$ cat src/rtl/hc_pkg.sv
// Shared types and helpers for the multi-channel hysteresis comparator.
// The difference helper is sized for the widest supported sample so no subtraction can wrap.
package hc_pkg;

    localparam int unsigned CW   = 8;
    localparam int unsigned MaxW = 64;

    typedef enum logic [1:0] {
        StLow      = 2'd0,
        StRisePend = 2'd1,
        StHigh     = 2'd2,
        StFallPend = 2'd3
    } state_e;

    // Two extra bits of headroom keep a - b and its negation exact.
    function automatic logic signed [MaxW+1:0] diff_ext(
        input logic signed [MaxW-1:0] x,
        input logic signed [MaxW-1:0] y
    );
        logic signed [MaxW+1:0] xe;
        logic signed [MaxW+1:0] ye;
        xe = {{2{x[MaxW-1]}}, x};
        ye = {{2{y[MaxW-1]}}, y};
        return xe - ye;
    endfunction

endpackage

$ cat src/rtl/hc_chan.sv
// One hysteresis channel: signed compare against a threshold plus a persistence FSM.
// The output flips only after HOLD consecutive valid samples meet the opposing condition.
module hc_chan
    import hc_pkg::*;
#(
    parameter int unsigned W    = 8,
    parameter int unsigned HOLD = 3
) (
    input  logic         clk,
    input  logic         rst,
    input  logic         in_valid,
    input  logic [W-1:0] a,
    input  logic [W-1:0] b,
    input  logic [W-1:0] th,
    output logic         out,
    output logic         out_nxt,
    output logic         flip
);

    state_e              state_q, state_d;
    logic [CW-1:0]       cnt_q, cnt_d;
    logic                flip_q;
    logic signed [MaxW-1:0] a_ext, b_ext;
    logic signed [MaxW+1:0] d, d_neg, th_ext;
    logic                set_c, clr_c, last_c;

    assign a_ext  = {{(MaxW - W){a[W-1]}}, a};
    assign b_ext  = {{(MaxW - W){b[W-1]}}, b};
    assign d      = diff_ext(a_ext, b_ext);
    assign d_neg  = -d;
    assign th_ext = {{(MaxW + 2 - W){1'b0}}, th};
    assign set_c  = d > th_ext;
    assign clr_c  = d_neg > th_ext;
    assign last_c = (cnt_q == CW'(HOLD - 1));

    always_ff @(posedge clk) begin
        if (!rst) begin
            state_q <= StLow;
            cnt_q   <= '0;
            flip_q  <= 1'b0;
        end else begin
            state_q <= state_d;
            cnt_q   <= cnt_d;
            flip_q  <= (out_nxt != out);
        end
    end

    always_comb begin
        state_d = state_q;
        cnt_d   = cnt_q;
        case (state_q)
            StLow: begin
                if (in_valid && set_c) begin
                    if (HOLD == 1) begin
                        state_d = StHigh;
                        cnt_d   = '0;
                    end else begin
                        state_d = StRisePend;
                        cnt_d   = CW'(1);
                    end
                end
            end
            StRisePend: begin
                if (in_valid) begin
                    if (set_c && last_c) begin
                        state_d = StHigh;
                        cnt_d   = '0;
                    end else if (set_c) begin
                        cnt_d = cnt_q + CW'(1);
                    end else begin
                        state_d = StLow;
                        cnt_d   = '0;
                    end
                end
            end
            StHigh: begin
                if (in_valid && clr_c) begin
                    if (HOLD == 1) begin
                        state_d = StLow;
                        cnt_d   = '0;
                    end else begin
                        state_d = StFallPend;
                        cnt_d   = CW'(1);
                    end
                end
            end
            StFallPend: begin
                if (in_valid) begin
                    if (clr_c && last_c) begin
                        state_d = StLow;
                        cnt_d   = '0;
                    end else if (clr_c) begin
                        cnt_d = cnt_q + CW'(1);
                    end else begin
                        state_d = StHigh;
                        cnt_d   = '0;
                    end
                end
            end
            default: begin
                state_d = StLow;
                cnt_d   = '0;
            end
        endcase
    end

    always_comb begin
        out     = (state_q == StHigh) || (state_q == StFallPend);
        out_nxt = (state_d == StHigh) || (state_d == StFallPend);
        flip    = flip_q;
    end

endmodule

$ cat src/rtl/hc_multi.sv
// N-channel hysteresis comparator: independent hc_chan instances sharing valid and threshold.
// any_out is registered from the channels' next-state outputs so it always matches |out.
module hc_multi
    import hc_pkg::*;
#(
    parameter int unsigned NCH  = 4,
    parameter int unsigned W    = 8,
    parameter int unsigned HOLD = 3
) (
    input  logic               clk,
    input  logic               rst,
    input  logic               in_valid,
    input  logic [NCH*W-1:0]   a,
    input  logic [NCH*W-1:0]   b,
    input  logic [W-1:0]       th,
    output logic [NCH-1:0]     out,
    output logic [NCH-1:0]     flip,
    output logic               any_out
);

    logic [NCH-1:0] out_nxt;
    logic           any_q;

    for (genvar i = 0; i < NCH; i++) begin : g_ch
        hc_chan #(
            .W    (W),
            .HOLD (HOLD)
        ) u_chan (
            .clk      (clk),
            .rst      (rst),
            .in_valid (in_valid),
            .a        (a[i*W +: W]),
            .b        (b[i*W +: W]),
            .th       (th),
            .out      (out[i]),
            .out_nxt  (out_nxt[i]),
            .flip     (flip[i])
        );
    end

    always_ff @(posedge clk) begin
        if (!rst) begin
            any_q <= 1'b0;
        end else begin
            any_q <= |out_nxt;
        end
    end

    assign any_out = any_q;

endmodule

$ cat config.mk
export PLATFORM = sky130hd
export DESIGN_NAME = hc_multi
export DESIGN_NICKNAME = d
export VERILOG_FILES = /design/src/rtl/hc_pkg.sv /design/src/rtl/hc_chan.sv /design/src/rtl/hc_multi.sv
export SDC_FILE = /design/constraint.sdc
export NUM_CORES = 1
export LEC_CHECK = 0
export BUFFER_PORTS_ARGS = -buffer_cell sky130_fd_sc_hd__buf_2
export CORE_MARGIN = 2
export CORE_UTILIZATION = 55
export CTS_CLUSTER_DIAMETER = 150
export DETAILED_ROUTE_END_ITERATION = 8
export PLACE_DENSITY = 0.8
export SETUP_SLACK_MARGIN = 0.05
export SLEW_MARGIN = 15
export SYNTH_ARGS = -nofsm -noshare
export SYNTH_HDL_FRONTEND = slang
export SYNTH_SLANG_ARGS = --single-unit
$ cat constraint.sdc
create_clock -name clk -period 7.8 [get_ports clk]
set_clock_uncertainty 0.1 [all_clocks]
set_input_delay 1.56 -clock clk [delete_from_list [all_inputs] [get_ports clk]]
set_output_delay 1.56 -clock clk [all_outputs]
set_load 0.01 [all_outputs]
Word level (Yosys, flattened, before mapping)
Cells that the tools add are included.
- bits in registers: 45
- word-level logic and storage cells: 182
- input port bits: 75
- output and inout port bits: 9
- reduce and logical (&&, ||, !) cells: 33
- magnitude comparators: 8
- mux-type cells: 72
- equality and inequality tests: 44
- add/subtract/negate cells: 12
- operators with widths (kind ; number):
    66-bit by 9-bit > comparator with 1-bit output ; 8
    66-bit negation ; 4
    8-bit 2-to-1 mux ; 32
    8-bit case mux with 4 select lines ; 4
    2-bit 2-to-1 mux ; 32
    8-bit by 8-bit subtractor with 9-bit output ; 4
    8-bit by 1-bit adder with 8-bit output, second input constant ; 4
    2-bit equality test, second input constant ; 16
    8-bit by 2-bit equality test with 1-bit output, second input constant ; 4
    2-bit case mux with 4 select lines ; 4
    1-bit logical AND ; 16
    2-bit by 1-bit != test with 1-bit output, second input constant ; 8
    2-bit != test, second input constant ; 8
    4-bit AND reduction ; 4
    2-bit by 1-bit equality test with 1-bit output, second input constant ; 4
    2-bit logical NOT ; 4
    1-bit logical OR ; 8
    1-bit != test ; 4
    4-bit OR reduction ; 1

Longest topological paths before layout
Gate-level depths: netlist (run 1).
- word-level depth: 10
- depth in mapped cells: 23
- depth with buffers taken out: 21

Hierarchy
From an unflattened synthesis (run 1), not the netlist that was laid out.
- cells, all modules: 918
- area, all modules: 7359.6 um^2
- modules (own cells, without submodules) (module ; cells each ; seq. area each (um^2) ; area an instance (um^2) ; instances):
    hc_chan (g_ch[0].u_chan ...) ; 230 ; 220.2 ; 1851.8 ; 3
    hc_chan (g_ch[3].u_chan) ; 226 ; 220.2 ; 1773.0 ; 1
    hc_multi ; 2 ; 20.0 ; 31.3 ; 1

Worst setup path after synthesis (run 1)
Ideal clock, no wire load.
- path type: input to register
- start: in b[25]
- end: reg g_ch[3].u_chan.cnt_q[7]
- path slack: 1.873 ns
- arrival time: 5.708 ns
- data required time: 7.580 ns
- stages: 21
- cells stage by stage: inv_1 > ha_1 > nor2b_1 > o21ai_1 > a21boi_0 > or4_1 > o311a_1 > or4_4 > nor2_2 > buf_4 > nand3_1 > ha_1 > nand2_1 > or4_1 > or3_1 > nand3_1 > nand3_1 > nand4_1 > buf_2 > nor2_1 > a211o_1
- word-level cells in the longest chain between the ends: 7
- elaborated cells between the ends (all ways): 18
- classes of those cells: 2 x add/sub; 2 x order compare; 2 x eq/ne; 7 x mux; 5 x reduce/logical
- RTL lines (item ; RTL line ; text):
    from (decl) ; hc_multi.sv:14 ; input logic [NCH*W-1:0] b,
    8-bit by 8-bit subtractor with 9-bit output * ; hc_pkg.sv:24 ; return xe - ye;
    66-bit negation ; hc_chan.sv:30 ; assign d_neg = -d;
    66-bit by 9-bit > comparator with 1-bit output ; hc_chan.sv:33 ; assign clr_c = d_neg > th_ext;
    8-bit 2-to-1 mux / 1-bit logical AND (equally long branches) ; hc_chan.sv:92, hc_chan.sv:89 ;
    8-bit 2-to-1 mux ; hc_chan.sv:89 ; if (clr_c && last_c) begin
    8-bit 2-to-1 mux ; hc_chan.sv:88 ; if (in_valid) begin
    8-bit case mux with 4 select lines ; hc_chan.sv:51 ; case (state_q)
    to (signal assigned) ; hc_chan.sv:43 ; cnt_q <= cnt_d;
    to (decl) ; hc_chan.sv:21 ; logic [CW-1:0] cnt_q, cnt_d;
Mark *: on every way between the ends. The rest lies on a longest branch, timed or not. The select of a mux whose other input is x is not followed.
A chain may end at the register's enable or synchronous reset.

Final worst setup path (run 1)
- start: in a[16]
- end: reg g_ch[2].u_chan.cnt_q[5]
- word-level cells in the longest chain between the ends: 7
- elaborated cells between the ends (all ways): 18
- classes of those cells: 2 x add/sub; 2 x order compare; 2 x eq/ne; 7 x mux; 5 x reduce/logical
- RTL lines (item ; RTL line ; text):
    from (decl) ; hc_multi.sv:13 ; input logic [NCH*W-1:0] a,
    8-bit by 8-bit subtractor with 9-bit output * ; hc_pkg.sv:24 ;
    66-bit negation ; hc_chan.sv:30 ;
    66-bit by 9-bit > comparator with 1-bit output ; hc_chan.sv:33 ;
    8-bit 2-to-1 mux / 1-bit logical AND (equally long branches) ; hc_chan.sv:92, hc_chan.sv:89 ;
    8-bit 2-to-1 mux ; hc_chan.sv:89 ;
    8-bit 2-to-1 mux ; hc_chan.sv:88 ;
    8-bit case mux with 4 select lines ; hc_chan.sv:51 ;
    to (signal assigned) ; hc_chan.sv:43 ;
    to (decl) ; hc_chan.sv:21 ;
Marks and branches as above.

==> impl_metrics.toml, run 1 <==
[clock_network]
htree_levels = 2
clk_latency_ns = 0.29
hold_buffers = 0
cts_root_buffer = "clkbuf_16"
post_cts_buffers = 0
cts_buffers = 5
clkSinkCount = 45
cts-resized-gates = 0
cts_tree = "built"
cts_max_path_buffers = 2
cts.clk_slew.worst_paths_ns = 0.06

[routing]
first_pass_iters = 6
via_per_inst = 5.82
wl_um = 15600
dr.first_iter.drc_count = 358
num_vias = 6605
post-route-drc-count = 0
ant_nets = 0
post_drt_wl_per_cell_um = 13.7

[sta]
finalCriticalPeriod_ns = 6.61
drv_slew = 0
rsz0062_at_grt = "false"
worst_pin_slew_ns = 1.01
setup_slack_ns = 1.19
hold_slack_ns = 0.411
fmax_mhz = 151
fin_crit_sh = 0.847
maxSlewHeadroom = 0.328
fin_setup_tns_ns = 0
final-setup-viol-count = 0
hold_violations = 0

[global_route]
grt_overflow = 0
grt_max_degree = 32
antenna_found_initial = 0
grt_pass1_vias = 6103
grt_pass1_wl_um = 26600
grt_use_total = 0.231

[critical_path]
start_kind = "primary input"
reg2reg_setup_slack_ns = 5.04
cp_slowest_stage_delay_ns = 0.84
worst_ep_arrival_time_ns = 6.71
crit_required_ns = 7.91
crit_type = "in -> reg"
critPathBufInv = 3
crit_slowest_cell = "o311ai_1"
critical_path.endpoint_type = "flop"
crit_fanout = 11
worst_path_dominant_cell_family = "compound AO/OA/AOI/OAI gates"
cp_cell_sequence = "buf_2 -> inv_1 -> ha_1 -> inv_1 -> fa_1 -> a21oi_2 -> nor2_1 -> a211o_1 -> a21oi_2 -> xnor2_1 -> or4_4 -> nor3_2 -> nand2_1 -> ha_1 -> nand2_1 -> a2111oi_0 -> o21ai_0 -> o22ai_1 -> a21boi_0 -> o311ai_1 -> a31oi_1 -> o21ai_0"

[synthesis]
yosysWarnings = 0
synth-compound-area-share = 0.172
synth.area.top_cells = "ha_1 29%, dfxtp_1 13%, inv_1 4.5%"
synthArstFlopShare = 0
synth_xor_area_frac = 0.0551
synth_fp_nets = 1139
synth_edf_count = 0
synth_top_family_by_area = "adder cells"
synth_fa_ha_area_frac = 0.298
syn_avg_cell_area_um2 = 7.77
netlist_area_um2 = 7000
synth-simple-area-share = 0.276
synth_top_area_share = 0.286
synthDistinctLibCells = 69
yosysTopAreaCell = "ha_1"
ys.flop_type = "dfxtp_1"
synth-seq-cells = 45
ys_seq_area_frac = 0.129
syn_inst = 900
synthMuxAreaShare = 0.00429

[finish]
nets = 1201
n_antenna_cell = 0
area_growth_pct = 8.96
fin_cells = 1135
final_layout_size_suffix_gt1_frac = 0.119
mostFrequentLayoutCells = "160 x ha_1, 83 x inv_1, 83 x buf_2, 68 x nand2_1, 64 x nor2_1"
final_common_cell = "ha_1"
fillers = 1169
postLayoutCoreUtil = 0.609

[floorplanning]
dieArea_um2 = 13600
rows = 41
initial_utilization = 0.559
fp.dieH_um = 117
core_region_area_um2 = 12500
num_io_pins = 84
die_w_um = 117

[run_status]
status = "finished, final reports clean"

[power_and_ir_drop]
ir_worst_vdd_v = 0.0000846
p_leak_nw = 3.40
powerDensity_nw_per_um2 = 135

[run]
maxCapViolations = 0

[placement]
post-place-cells = 1127
gp_congestion = 0.854
io_buffers = 83
pre_cts_ws_ns = 0.921
dp.final_hpwl_um = 12400

[min_path]
hp-class = "reg -> reg"
-- cell families (layout without fill, tap and decap cells) --
family / count (synthesis) / count (layout)
AND/OR/NAND/NOR: 351 / 351
AO/OA/AOI/OAI: 182 / 182
adder cells (fa/ha/maj): 164 / 164
buffers and inverters: 111 / 174
flip-flops: 45 / 45
XOR/XNOR: 44 / 44
multiplexers: 3 / 3
-- through the flow --
| step | area, µm² | power [mW] |
|---|---|---|
| floorplan | 7000 | 0.681 |
| global placement | 7480 | 0.799 |
| detailed placement | 7480 | 0.813 |
| CTS | 7620 | 1.02 |
| global route | 7620 | 1.13 |
| finish | 7620 | 1.03 |
-- Yosys cell counts (12+ instances only) --
| library cell | n |
|---|---|
| nand2_1 | 68 |
| xnor2_1 | 28 |
| o21ai_0 | 38 |
| a21oi_1 | 38 |
| xor2_1 | 16 |
| nand4_1 | 21 |
| clkbuf_1 | 15 |
| dfxtp_1 | 45 |
| nand3b_1 | 22 |
| nor3_1 | 13 |
| nor2b_1 | 16 |
| nor2_1 | 64 |
| ha_1 | 160 |
| o21a_1 | 12 |
| inv_1 | 83 |
| nand3_1 | 61 |
-- layout make-up --
class / count / area, µm² / area share
clock inverters: 3 / 22.5 / 0.00295
flip-flops and latches: 45 / 901 / 0.118
multi-input cells: 744 / 5630 / 0.739
clock buffers: 5 / 125 / 0.0164
repair buffers: 83 / 415 / 0.0545
well taps: 172 / 215 / 0.0282
inverters: 83 / 312 / 0.0409
-- flip-flops by register name, summed over array words and instances, names as in the netlist --
signal               flops
any_out                  1
g_ch.u_chan.cnt_q       32
g_ch.u_chan.flip         4
g_ch.u_chan.state_q      8
-- per-layer routing --
metal	global-route usage	wire length (µm)	vias up
li1	-	-	3410
met1	0.292	7240	3050
met2	0.429	7620	128
met3	0.0221	517	17
met4	0.0416	179	0
met5	0	0	-
-- report_power, final --
part	switching [mW]	internal, mW	total, mW
registers	0.00815	0.236	0.244
clock network	0.0920	0.119	0.211
logic	0.330	0.241	0.572
-- path summary, 6_finish.rpt --
kind,to,depth (start not counted),start
min reg2reg,g_ch[0].u_chan.cnt_q[1],2,g_ch[0].u_chan.cnt_q[1]
min,g_ch[0].u_chan.cnt_q[1],2,g_ch[0].u_chan.cnt_q[1]
max,g_ch[2].u_chan.cnt_q[5],22,a[16]
max reg2reg,g_ch[2].u_chan.cnt_q[7],10,g_ch[2].u_chan.cnt_q[0]
-- tightest hold or removal path: cells and delay by family, from the launching register on --
kind | cells | cell delay, ns
DFF | 1 | 0.34
and+or+nand+nor | 1 | 0.06
AOI/OAI and AO/OA | 1 | 0.06
No activity file was read; power rests on OpenSTA's default activity.
==> run 2: changes to the inputs <==
Settings changed: ABC_AREA set to 1, PLACE_DENSITY 0.8 to 0.79.
Clock period 7.8 ns to 6.6 ns, I/O delays scaled along.
==> run 2 against run 1 <==
Critical path type unchanged. Worst setup slack better by 0.40 ns. Cell area is 20% higher. Sequential power is 43% higher. Utilization is 0.62 points lower. Clock power is 36% higher. Total power is 57% higher.
==> impl_metrics.toml, run 2 <==
[run_status]
status = "finished, final reports clean"

[synthesis]
synthMuxAreaShare = 0
synth_fp_nets = 1554
synth_fa_ha_area_frac = 0.245
ys.flop_type = "dfxtp_1"
synth-seq-cells = 45
synth-compound-area-share = 0.0904
synth_top_family_by_area = "simple AND/OR/NAND/NOR gates"
synth_most_common_cell = "nand2_1"
netlist_area_um2 = 8490
synthArstFlopShare = 0
synth_edf_count = 0
syn_inst = 1315
synthTopCellsByCount = "273 x nand2_1, 204 x inv_1, 160 x ha_1"
synth-simple-area-share = 0.370
synth_xor_area_frac = 0.0683
syn_avg_cell_area_um2 = 6.45
yosysWarnings = 0
synth_top_area_share = 0.236
ys_seq_area_frac = 0.106
yosysTopAreaCell = "ha_1"
synth.area.top_cells = "ha_1 24%, nand2_1 12%, dfxtp_1 11%"
synthDistinctLibCells = 56

[routing]
post-route-drc-count = 0
ant_nets = 0
first_pass_iters = 5
via_per_inst = 5.25
dr.first_iter.drc_count = 515
post_drt_wl_per_cell_um = 11.5
num_vias = 8229
wl_um = 18000

[floorplanning]
core_region_area_um2 = 15100
rows = 45
initial_utilization = 0.560
fp.dieH_um = 128
die_w_um = 128
dieArea_um2 = 16400
num_io_pins = 84

[global_route]
grt_pass1_vias = 7713
gr-max-usage-layer = "met2"
antenna_found_initial = 0
grt_max_degree = 30
grtUsageMet1 = 0.279
use_met3 = 0.0234
grt_use_total = 0.230
met2_usage = 0.430
grt_pass1_wl_um = 32500
grt_overflow = 0

[clock_network]
cts_root_buffer = "clkbuf_16"
clkSinkCount = 45
cts_max_path_buffers = 2
clk_latency_ns = 0.29
htree_levels = 2
cts-resized-gates = 0
cts.clk_slew.worst_paths_ns = 0.07
cts_buffers = 5
post_cts_buffers = 0
hold_buffers = 0
cts_tree = "built"

[sta]
final-setup-viol-count = 0
fmax_mhz = 200
maxSlewHeadroom = 0.365
fin_setup_tns_ns = 0
drv_slew = 0
worst_pin_slew_ns = 0.949
hold_violations = 0
finalCriticalPeriod_ns = 5.01
rsz0062_at_grt = "false"
fin_crit_sh = 0.759

[placement]
dpl_cell_area_um2 = 8960
dp.final_hpwl_um = 14600
gp_congestion = 0.889
io_buffers = 83

[finish]
mostFrequentLayoutCells = "273 x nand2_1, 204 x inv_1, 160 x ha_1, 133 x nor2_1, 115 x nand3_1"
n_antenna_cell = 0
final_layout_size_suffix_gt1_frac = 0.129
regMostFlops = "g_ch.u_chan.cnt_q"
largest_register_ffs = 32
area_growth_pct = 7.58
postLayoutCoreUtil = 0.603
final_common_cell = "nand2_1"
nets = 1616
final_area_um2 = 9130
fillers = 1403

[critical_path]
cpMostUsedCell = "nand3_1"
critical_path.endpoint_type = "flop"
crit_slowest_cell = "nor2_1"
start_kind = "primary input"
cp_cell_sequence = "buf_2 -> inv_1 -> ha_1 -> inv_1 -> fa_1 -> nand3_1 -> nand2_1 -> a21oi_1 -> o21ai_1 -> xor2_2 -> nor2_1 -> nand3_1 -> ha_1 -> inv_1 -> nor3_1 -> a21boi_0 -> nand3_1 -> nand3_1 -> nand2_1 -> nand2_4 -> inv_4 -> o21ai_1 -> a21oi_1"
reg2reg_setup_slack_ns = 4.69
crit_fanout = 13
worst_ep_arrival_time_ns = 5.04
crit_type = "in -> reg"
crit_required_ns = 6.64
cp_slowest_stage_delay_ns = 0.60

[power_and_ir_drop]
total_power_mw = 1.61
powerDensity_nw_per_um2 = 176
ir_worst_vdd_v = 0.000102
p_leak_nw = 4.75

[min_path]
hp-class = "reg -> reg"

[run]
maxCapViolations = 0
==> run 2: cell types whose count changed after synthesis, sizes merged, moves of 11 or more <==
cell and change:
a21oi +37, inv +138, nand2 +224, nand3 +60, nand4 +26, nor2 +82, nor2b -16, nor3 +15
o21a -11, xnor2 -22, xor2 +36
==> run 2: layer usage <==
layer,vias to the layer above,part of all wire,wire (µm)
li1,4409,-,-
met1,3640,0.47,8410
met2,152,0.49,8780
met3,28,0.031,564
met4,0,0.016,284
met5,-,0,0
==> run 2: cell families after synthesis <==
kind of cell	count (synthesis)
buf+inv	250
compound gates	134
flops	45
fa+ha+maj	164
xor+xnor	58
simple gates	664
==> run 2: worst paths after layout <==
check,from,to,cells past startpoint
worst max-delay path,a[0],g_ch[0].u_chan.cnt_q[3],23
worst min-delay path,g_ch[0].u_chan.cnt_q[7],g_ch[0].u_chan.cnt_q[7],2
worst max register to register,g_ch[2].u_chan.cnt_q[0],any_out,9
worst min register to register,g_ch[0].u_chan.cnt_q[7],g_ch[0].u_chan.cnt_q[7],2
==> run 2: cell type report <==
class	instances	area, µm²	area share
Tap cell	188	235	0.0258
Sequential cell	45	901	0.0987
Inverter	222	841	0.0921
Timing Repair Buffer	83	415	0.0455
Multi-Input combinational cell	1020	6570	0.719
Clock buffer	5	125	0.0137
Clock inverter	3	43.8	0.00480
==> run 2: power breakdown <==
part | switching, mW | total [mW] | internal [mW]
registers | 0.0409 | 0.349 | 0.308
logic | 0.621 | 0.973 | 0.351
clock network | 0.109 | 0.288 | 0.179
total | 0.771 | 1.61 | 0.838
==> run 2: stage by stage <==
step                hold slack (ns)  setup WS, ns  instances
global route                  0.421         0.960       1566
floorplan                     0.363          1.98       1315
global placement              0.378          1.37       1558
detailed placement            0.390          1.33       1558
CTS                           0.402          1.64       1566
finish                        0.401          1.59       1566
==> run 2: worst max-delay path: cells and delay by family <==
family                   cells  cell delay (ns)
XOR/XNOR                     1             0.19
AO/OA/AOI/OAI                5             0.64
buffers and inverters        5             0.36
AND/OR/NAND/NOR              9             1.64
adder cells (fa/ha/maj)      3             0.88
